## config.mk

```make
export PLATFORM = sky130hd
export DESIGN_NAME = fetch_stage
export DESIGN_NICKNAME = d
export VERILOG_FILES = /design/src/rtl/mips_pkg.sv /design/src/rtl/npc_calc.sv /design/src/rtl/fetch_stage.sv
export SDC_FILE = /design/constraint.sdc
export NUM_CORES = 1
export LEC_CHECK = 0
export CAP_MARGIN = 40
export CORE_ASPECT_RATIO = 0.7
export CORE_MARGIN = 8
export CORE_UTILIZATION = 40
export CTS_CLUSTER_SIZE = 16
export DETAILED_ROUTE_END_ITERATION = 16
export PLACE_DENSITY = 0.7
export RECOVER_POWER = 25
export SETUP_SLACK_MARGIN = 0.4
export SYNTH_ARGS = -nofsm -noshare
export SYNTH_HDL_FRONTEND = slang
export SYNTH_SLANG_ARGS = --single-unit
```

## constraint.sdc

```tcl
create_clock -name clk -period 11 [get_ports clk]
set_clock_uncertainty 0.2 [all_clocks]
set_input_delay 1.65 -clock clk [delete_from_list [all_inputs] [get_ports clk]]
set_output_delay 1.65 -clock clk [all_outputs]
set_load 0.05 [all_outputs]
```

## src/rtl/mips_pkg.sv

```systemverilog
// Shared definitions for the MIPS pipeline: reset vector, nop encoding,
// next-PC source selection and its priority helper.
package mips_pkg;

  localparam logic [31:0] RESET_PC_DEFAULT = 32'h0000_3000;
  localparam int unsigned IM_DEPTH_DEFAULT = 4096;
  localparam logic [31:0] NOP_INSTR        = 32'h0000_0000;

  typedef enum logic [1:0] {
    NPC_SEQ,
    NPC_BR,
    NPC_J,
    NPC_JR
  } npc_sel_e;

  // Redirect priority: jr > j > branch > sequential.
  function automatic npc_sel_e select_npc(input logic jr_en,
                                          input logic j_en,
                                          input logic br_en);
    if (jr_en)      return NPC_JR;
    else if (j_en)  return NPC_J;
    else if (br_en) return NPC_BR;
    else            return NPC_SEQ;
  endfunction

endpackage

```

## src/rtl/npc_calc.sv

```systemverilog
// Next-PC calculation for the fetch stage. Purely combinational: branch and
// jump targets are formed relative to the delay-slot PC (pc_d + 4).
module npc_calc
  import mips_pkg::*;
(
  input  logic [31:0] pc_f,
  input  logic [31:0] pc_d,
  input  logic        br_en,
  input  logic [15:0] br_imm,
  input  logic        j_en,
  input  logic [25:0] j_index,
  input  logic        jr_en,
  input  logic [31:0] jr_target,
  output logic [31:0] npc
);

  logic [31:0] pc_f_plus4;
  logic [31:0] pc_d_plus4;
  logic [31:0] br_offset;
  npc_sel_e    sel;

  assign pc_f_plus4 = pc_f + 32'd4;
  assign pc_d_plus4 = pc_d + 32'd4;
  // Word offset, sign-extended and scaled to bytes.
  assign br_offset  = {{14{br_imm[15]}}, br_imm, 2'b00};
  assign sel        = select_npc(jr_en, j_en, br_en);

  // Mux the winning redirect target; all adds wrap modulo 2^32.
  always_comb begin
    // NOTE: every output of a combinational block gets a default first, so no path can infer a latch.
    npc = pc_f_plus4;
    case (sel)
      NPC_BR:  npc = pc_d_plus4 + br_offset;
      NPC_J:   npc = {pc_d_plus4[31:28], j_index, 2'b00};
      NPC_JR:  npc = jr_target;
      default: npc = pc_f_plus4;
    endcase
  end

endmodule

```

## src/rtl/fetch_stage.sv

```systemverilog
// Instruction-fetch stage: PC register, fetch address to instruction memory
// and the IF/ID pipeline register. The instruction in IF when a redirect is
// resolved is the delay slot and is never squashed.
// Optional feature: define FETCH_BOUND_CHECK_EN to flag fetches that are
// misaligned or outside the text segment [RESET_PC, RESET_PC + 4*IM_DEPTH).
module fetch_stage
  import mips_pkg::*;
#(
  parameter logic [31:0] RESET_PC = RESET_PC_DEFAULT,
  parameter int unsigned IM_DEPTH = IM_DEPTH_DEFAULT
) (
  input  logic        clk,
  input  logic        reset,
  input  logic        stall,
  input  logic        br_en,
  input  logic [15:0] br_imm,
  input  logic        j_en,
  input  logic [25:0] j_index,
  input  logic        jr_en,
  input  logic [31:0] jr_target,
  output logic [31:0] pc_f,
  input  logic [31:0] instr_f,
  output logic [31:0] instr_d,
  output logic [31:0] pc_d,
  output logic [31:0] pc8_d,
  output logic        fetch_err_d
);

  logic [31:0] npc;
  logic [31:0] instr_next;

  npc_calc u_npc_calc (
    .pc_f      (pc_f),
    .pc_d      (pc_d),
    .br_en     (br_en),
    .br_imm    (br_imm),
    .j_en      (j_en),
    .j_index   (j_index),
    .jr_en     (jr_en),
    .jr_target (jr_target),
    .npc       (npc)
  );

`ifdef FETCH_BOUND_CHECK_EN
  // End of the text segment, one bit wider so the limit itself cannot wrap.
  localparam logic [32:0] TEXT_END = {1'b0, RESET_PC} + (33'(IM_DEPTH) << 2);

  logic fault_f;
  logic fetch_err_q;

  assign fault_f = (pc_f[1:0] != 2'b00) || (pc_f < RESET_PC) ||
                   ({1'b0, pc_f} >= TEXT_END);
  // A faulting fetch enters ID as a nop carrying its own PC.
  assign instr_next  = fault_f ? NOP_INSTR : instr_f;
  assign fetch_err_d = fetch_err_q;

  // Fault flag travels with the instruction and holds under stall.
  always_ff @(posedge clk or posedge reset) begin
    if (reset)       fetch_err_q <= 1'b0;
    else if (!stall) fetch_err_q <= fault_f;
  end
`else
  assign instr_next  = instr_f;
  assign fetch_err_d = 1'b0;
`endif

  // PC and IF/ID register: advance unless the hazard unit stalls.
  always_ff @(posedge clk or posedge reset) begin
    // NOTE: sequential state uses non-blocking assignments so every register samples pre-edge values.
    if (reset) begin
      pc_f    <= RESET_PC;
      instr_d <= NOP_INSTR;
      pc_d    <= RESET_PC;
    end else if (!stall) begin
      pc_f    <= npc;
      instr_d <= instr_next;
      pc_d    <= pc_f;
    end
  end

  assign pc8_d = pc_d + 32'd8;

endmodule

```

==> impl_metrics.ini, run 1 <==
[setup_path]
rr_startpoint = pc_d[3]
crit_path_start = stall
arrival_ns = 5.85
slowest_stage = clkbuf_1
crit_required_ns = 11.04
cp_common_cell = clkbuf_1
crit_chain = clkbuf_1 -> clkbuf_1 -> buf_12 -> inv_1 -> and3_1 -> a211o_1
slowest_delay_ns = 1.64
crit_path_max_fanout = 46
cp-end-kind = flip-flop
crit_type = in -> reg
worstSetupStartpointType = input port

[floorplanning]
fp-row-count = 41
io_pins = 241
die_h_um = 129
coreArea_mm2 = 0.0179
die_area_mm2 = 0.0228
die-width_um = 177
start_util_pct = 40.6

[logic_synthesis]
syn_nets = 973
yosys_most_used_dff = dfrtp_1
yosys.area.top_type_share_pct = 31.6
ys_seq_area_share_pct = 33.1
syn-mean-instance-area_um2 = 8.85
synth_edf_count = 0
ys_types = 64
ys_warn_count = 0
yosysTopAreaCell = dfrtp_1
ys_seq_elements = 96
synthCells = 822
synth_common_cells = dfrtp_1, a21oi_1, nor2_1
synth_most_common_cell = dfrtp_1
synth_area_mm2 = 0.00727
async_flop_share_pct = 100
synth.area.top_cells = dfrtp_1, mux2_2, xnor2_1, ha_1, a21oi_1

[sta]
slew_violations = 114
finalCritPeriodShare_pct = 52.8
period_needed_ns = 5.81
maxSlewHeadroom_pct = -44.0
rsz0062_at_grt = no
max_freq_ghz = 0.172
finalHoldViolations = 0
tns_ns = 0
whs_ns = 0.306
worst-slew-pin-transition_ns = 2.16
setup-violations-final = 0

[routing]
vias_per_cell = 5.67
firstDrtPassIters = 5
routed_wl_um = 26800
routed-via-count = 7210
drc = 0
ant_nets = 0
avgRoutedWirePerCell_um = 21.1
drt_iter0_drc = 651

[clock_tree]
worstSkewPairLatency_ns = 0.35
clk_path_buf_depth = 2
clkTransAtPathRegs_ns = 0.07
cts_resized = 0
cts_hold_buf = 0
post-cts-setup-buffers = 0
cts_root_buffer = clkbuf_16
cts_max_level = 3
clkSinkCount = 96
cts_tree = yes
cts_buffers = 9

[placement]
place_area_mm2 = 0.00979
place_congestion = 0.909
port_buffers = 239
hpwl_um = 21000

[finish]
regArea_mm2 = 0.00241
multi_input_area_mm2 = 0.00453
design_area_mm2 = 0.0101
drive_gt1_share_pct = 9.28
n_fill_cell = 1633
diodes = 0
area_growth_pct = 38.3
nets = 1181

[power]
ir_drop_mv = 0.0743
power_leakage_uw = 0.00403
p_per_area_mw_per_mm2 = 173

[worst_hold_path]
hp-class = reg -> reg
worstHoldStart = instr_d[26]

[global_routing]
grt_pass1_wl_um = 41200
grt_pass1_vias = 7092
antenna_found_initial = 3
grt_overflow = 0
grt_max_degree = 57
grtUsageTotal_pct = 23.1

[outcome]
violations = max-capacitance violations, max-slew violations
status = complete, but fails checks

[flow_run]
maxCapViolations = 4
[state kept, by name, indices dropped and copies added, names as in the netlist]
name / count
instr_d: 32
pc_d: 32
pc_f: 32
[power breakdown]
group | internal (uW) | switching, uW
registers | 406 | 104
clock network | 157 | 151
logic | 348 | 574
total | 911 | 829
[cells in the final DEF (no fill, tap or decap), types with 3 or more instances in the layout]
cell type        count
and2_1               4
and3_1              19
a21o_1              12
dfrtp_1             92
o22ai_1              6
and4_1               6
o31ai_1              3
a311oi_1             4
a211oi_1             7
buf_4                3
nand4_1             15
clkdlybuf4s50_1    236
nor2b_1              5
clkbuf_16            9
o22a_1               4
or3_1                4
nand2_1             61
ha_1                38
dfstp_2              4
inv_1               22
mux2_2              59
clkinvlp_4           3
a221o_1              3
nor3b_1              4
a22oi_1              4
o21bai_1             4
a221oi_1             8
a222oi_1             3
nor2_1              71
clkbuf_1             4
a31oi_1             11
xnor2_1             58
xor2_1              28
nor3_1              12
a21oi_1             81
nand3_1             36
o21a_1               7
o21ai_0             43
[cell families after synthesis]
kind of cell    synth area share, %
compound gates                 18.7
xor+xnor                       10.4
fa+ha+maj                      6.81
buf+inv                        4.71
flops                          33.1
mux                            9.27
other cells                  0.0516
simple gates                   17.0
[through the flow]
step / std cells / total power (uW) / setup slack (ns) / utilization, %
5_1_grt: 1271 / 1820 / 4.84 / 56.2
6_report: 1271 / 1740 / 5.19 / 56.2
2_1_floorplan: 822 / 1100 / 6.32 / -
4_1_cts: 1271 / 1740 / 5.76 / 56.3
3_3_place_gp: 1252 / 1420 / 5.92 / 54.4
3_5_place_dp: 1255 / 1420 / 5.87 / 54.7
[final cells by class]
type	instances	share of cell area, %
Inverter	23	0.870
Multi-Input combinational cell	653	45.0
Clock buffer	10	2.28
Timing Repair Buffer	247	24.5
Sequential cell	96	23.9
Clock inverter	6	0.510
Tap cell	236	2.93
[per-layer routing]
metal	part of all wire, %	vias to the layer above	global-route usage, %
met5	0.14	-	0
met4	1.2	6	5.03
met3	11	29	9.36
met2	42	330	32.8
met1	46	3455	32.1
li1	-	3390	-
[worst max-delay path: cells and delay by family]
family          cells  cell delay [ns]
buf+inv             4             3.63
compound gates      1             0.28
simple gates        1             0.25
[path summary, 6_finish.rpt]
path | end | slack, ns | cells past startpoint
min in group asynchronous | instr_d[12] | 1.89 | 2
hold / removal | instr_d[26] | 0.31 | 1
setup reg to reg | pc_f[28] | 6.17 | 16
setup / recovery | pc_f[28] | 5.19 | 6
hold reg to reg | instr_d[26] | 0.31 | 1
max in group asynchronous | pc_d[15] | 6.32 | 3
Note: power is estimated with default switching activity, not from simulation.
==> inputs of run 2 (changes only) <==
- clock period: 11 -> 6.05 ns (I/O delays scaled with it)
==> impl_metrics.ini, run 2 (synthesized netlist as in run 1, its figures left out) <==
[clock_tree]
clk_path_buf_depth = 2
cts_hold_buf = 0
cts_max_level = 3
cts_root_buffer = clkbuf_16
worstSkewPairLatency_ns = 0.36
clkTransAtPathRegs_ns = 0.07
cts_buffers = 9
clkSinkCount = 96
cts_resized = 0
post-cts-setup-buffers = 0
cts_tree = yes

[outcome]
status = complete, but fails checks
violations = max-capacitance violations, max-slew violations

[sta]
maxSlewHeadroom_pct = -72.2
fin_ws_ns = 1.35
finalHoldViolations = 0
tns_ns = 0
worst-slew-pin-transition_ns = 2.57
setup-violations-final = 0
rsz0062_at_grt = no
finalCritPeriodShare_pct = 77.7
period_needed_ns = 4.70
max_freq_ghz = 0.213
slew_violations = 104

[finish]
area_growth_pct = 38.3
final_common_cell = clkdlybuf4s50_1
drive_gt1_share_pct = 9.48
reg_top3 = instr_d: 32 flops, pc_d: 32 flops, pc_f: 32 flops
nets = 1180
diodes = 0
mostFrequentLayoutCells = clkdlybuf4s50_1, dfrtp_1, a21oi_1, nor2_1, nand2_1

[placement]
port_buffers = 239
place_congestion = 0.928
dp_slack_ns = 1.41
hpwl_um = 21300

[global_routing]
grt_max_degree = 79
grt_pass1_wl_um = 42100
grtUsageTotal_pct = 23.7
grt_pass1_vias = 7177
grt_overflow = 0
antenna_found_initial = 1

[floorplanning]
coreArea_mm2 = 0.0179
fp-row-count = 41
die-width_um = 177
die_area_mm2 = 0.0228
die_h_um = 129
io_pins = 241
start_util_pct = 40.6

[routing]
drc = 0
vias_per_cell = 5.72
routed-via-count = 7260
routed_wl_um = 27300
avgRoutedWirePerCell_um = 21.5
firstDrtPassIters = 6
drt_iter0_drc = 670
ant_nets = 0

[setup_path]
arrival_ns = 4.75
crit_required_ns = 6.09
crit_type = reg -> reg
regToRegSetupSlack_ns = 1.35
cp-end-kind = flip-flop
crit_path_max_fanout = 8
worstSetupStartpointType = flip-flop

[power]
power.total_uw = 3210
power_leakage_uw = 0.00405
p_per_area_mw_per_mm2 = 319
ir_drop_mv = 0.159

[flow_run]
maxCapViolations = 2

[worst_hold_path]
hp-class = reg -> reg
## run 2: worst max-delay path, cell delays in order (launching register included)
cell and delay (ns):
dfrtp_1 0.48, ha_1 0.30, nand2_1 0.13, nor4_1 0.80, xor2_1 0.15, ha_1 0.39, a21oi_1 0.22, o21ai_0 0.16
a221o_1 0.34, a21oi_1 0.20, a21oi_1 0.15, a21o_1 0.20, a21o_1 0.19, a221oi_1 0.33, nor4_1 0.08, a211o_1 0.26
## run 2: layout make-up
class | instances | area [um2]
Inverter | 23 | 87.6
Clock inverter | 6 | 66.3
Fill cell | 1624 | 7850
Clock buffer | 10 | 239
Timing Repair Buffer | 246 | 2430
Multi-Input combinational cell | 653 | 4530
Tap cell | 236 | 295
Sequential cell | 96 | 2410
## run 2: worst paths after layout
| kind | start | end | depth (start not counted) |
|---|---|---|---|
| max | pc_d[4] | pc_f[28] | 15 |
| min | instr_d[12] | instr_d[12] | 1 |
| max reg2reg | pc_d[4] | pc_f[28] | 15 |
| min reg2reg | instr_d[12] | instr_d[12] | 1 |
| max in group asynchronous | reset | pc_f[20] | 3 |
| min in group asynchronous | reset | instr_d[0] | 2 |
## run 2: through the flow
| step | hold WS, ns | area [um2] | cells | utilization (%) |
|---|---|---|---|---|
| 5_1_grt | 0.315 | 10100 | 1270 | 56.2 |
| 4_1_cts | 0.309 | 10100 | 1270 | 56.2 |
| 3_5_place_dp | 0.293 | 9760 | 1254 | 54.5 |
| 6_report | 0.306 | 10100 | 1270 | 56.2 |
| 3_3_place_gp | 0.286 | 9750 | 1253 | 54.5 |
| 2_1_floorplan | 0.431 | 7270 | 822 | - |
## run 2: report_power, final
part / total (uW) / internal [uW] / leakage, uW / switching (uW)
Sequential: 924 / 739 / 0.00112 / 184
Clock: 604 / 334 / 0.000153 / 270
Combinational: 1680 / 631 / 0.00278 / 1050
Total: 3210 / 1700 / 0.00405 / 1500
## run 2: per-layer routing
metal  GRT usage, %  wire [um]  vias to the layer above  part of all wire [%]
li1               -          -                     3391                     -
met1           33.4      12400                     3469                    45
met2           33.3      11300                      371                    41
met3           9.36       3340                       27                    12
met4           4.73        298                        2                   1.1
met5              0         13                        -                 0.048
==> inputs of run 3 (changes only) <==
- PLACE_DENSITY: 0.7 -> 0.73
- clock period: 6.05 -> 4 ns (I/O delays scaled with it)
==> impl_metrics.ini, run 3 (synthesized netlist as in run 1, its figures left out) <==
[power]
pwr-share-comb_pct = 55.3
ir_drop_mv = 0.237
p_int_uw = 2830
power_leakage_uw = 0.00449
switching_power_uw = 2440
pwr-share-seq_pct = 25.7
switching_share_pct = 46.3
p_clk_share_pct = 19.0
p_per_area_mw_per_mm2 = 477

[setup_path]
cp-end-kind = flip-flop
cp_common_cell = o21a_1
crit_type = reg -> reg
crit_path_max_fanout = 4
slowest_delay_ns = 0.56
crit_required_ns = 4.04
arrival_ns = 3.80
slowest_stage = dfstp_2
worstSetupStartpointType = flip-flop
crit_chain = nand2_2 -> or3_4 -> nor2_4 -> nand4_1 -> xnor2_2 -> ha_4 -> o21a_1 -> o21a_1 -> o21a_1 -> o21ai_1 -> a21oi_2 -> a21o_1 -> a21o_1 -> a221oi_2 -> nor4_1 -> a211o_1

[routing]
firstDrtPassIters = 5
vias_per_cell = 5.73
ant_nets = 0
routed_wl_um = 29200
avgRoutedWirePerCell_um = 21.9
drt_iter0_drc = 699
drc = 0
routed-via-count = 7652

[sta]
tns_ns = 0
finalCritPeriodShare_pct = 94.0
rsz0062_at_grt = yes
finalHoldViolations = 0
maxSlewHeadroom_pct = 3.19
fin_ws_ns = 0.242
setup-violations-final = 0
period_needed_ns = 3.76
max_freq_ghz = 0.266
slew_violations = 0
worst-slew-pin-transition_ns = 1.45
whs_ns = 0.307

[clock_tree]
worstSkewPairLatency_ns = 0.36
clk_path_buf_depth = 2
cts_root_buffer = clkbuf_16
cts_hold_buf = 0
clkSinkCount = 96
cts_max_level = 3
cts_buffers = 9
clkTransAtPathRegs_ns = 0.07
cts_tree = yes

[placement]
dp_slack_ns = 0.0772
port_buffers = 239
place_congestion = 0.964
hpwl_um = 21800

[floorplanning]
die-width_um = 177
fp-row-count = 41
io_pins = 241
die_h_um = 129
die_area_mm2 = 0.0228
coreArea_mm2 = 0.0179
start_util_pct = 40.6

[global_routing]
grt_pass1_wl_um = 43800
grt_max_degree = 68
grt_pass1_vias = 7541
antenna_found_initial = 0
grt_overflow = 0
grtUsageTotal_pct = 24.7

[finish]
nets = 1246
area_growth_pct = 51.8
diodes = 0
n_fill_cell = 1526
final_common_cell = clkdlybuf4s50_1
mostFrequentLayoutCells = clkdlybuf4s50_1, dfrtp_1, a21oi_1, buf_4, nor2_1
drive_gt1_share_pct = 23.0
reg_top3 = instr_d: 32 flops, pc_d: 32 flops, pc_f: 32 flops

[outcome]
status = complete, no violations

[flow_run]
maxCapViolations = 0

[worst_hold_path]
hp-class = reg -> reg
run 3: cell count changes in the layout (fill, tap and decap cells not counted), sizes merged:
cell | previous run | this run
clkbuf | 11 | 15
bufinv | 1 | 2
dlygate4sd2 | 0 | 6
buf | 8 | 72
clkdlybuf4s50 | 236 | 225
dlymetal6s2s | 0 | 1
clkdlybuf4s15 | 0 | 1
inv | 24 | 27
clkinv | 3 | 0
run 3: metrics by stage:
stage                     power [uW]  instances  area (um2)  util, %
after floorplan                 3070        822        7430        -
after global placement          3980       1278       10100     56.2
after detailed placement        3990       1280       10100     56.4
after CTS                       5100       1320       10700     59.7
after global routing            5490       1336       11000     61.7
final                           5270       1336       11000     61.7
run 3: layout make-up:
cell class,count,area [um2],area share [%]
Clock buffer,9,225,2.04
Clock inverter,7,109,0.985
Inverter,23,87.6,0.793
Multi-Input combinational cell,653,4990,45.2
Sequential cell,96,2420,21.9
Tap cell,236,295,2.67
Timing Repair Buffer,312,2920,26.4
run 3: metal layers:
metal  global-route usage (%)  vias up  wire [um]  part of all wire [%]
li1                         -     3519          -                     -
met1                     34.4     3673      12900                    44
met2                     36.0      425      12600                    43
met3                     8.66       35       3360                    11
met4                     5.22        0        374                   1.3
met5                        0        -          0                     0
run 3: worst max-delay path, delay by kind of cell, from the launching register on:
kind / cells / cell delay (ns)
AOI/OAI and AO/OA: 9 / 1.56
and+or+nand+nor: 5 / 0.78
adders and majority gates: 1 / 0.26
xor gates and xnor gates: 1 / 0.29
DFF: 1 / 0.56
run 3: power by group through the flow:
stage	combinational, uW	clock (uW)	sequential [uW]
global route	3070	1050	1370
CTS	2740	1020	1340
floorplan	1270	0	1790
detailed placement	2610	0	1380
finish	2920	1000	1350
global placement	2610	0	1370
run 3: what timing repair did:
action | in CTS | in global routing
resized for setup | 32 | 63
hold endpoints to repair | 0 | 0
cloned | 0 | 0
endpoints found under the setup margin | 27 | 22
setup buffers | 24 | 16
pin swaps | 14 | 34
run 3: final timing paths:
kind / from / end / slack, ns / cells after the start
setup / recovery: pc_d[12] / pc_f[28] / 0.24 / 16
hold / removal: instr_d[5] / instr_d[5] / 0.31 / 1
setup reg to reg: pc_d[12] / pc_f[28] / 0.24 / 16
hold reg to reg: instr_d[5] / instr_d[5] / 0.31 / 1
max in group asynchronous: reset / pc_d[6] / 1.24 / 3
min in group asynchronous: reset / instr_d[29] / 0.51 / 2
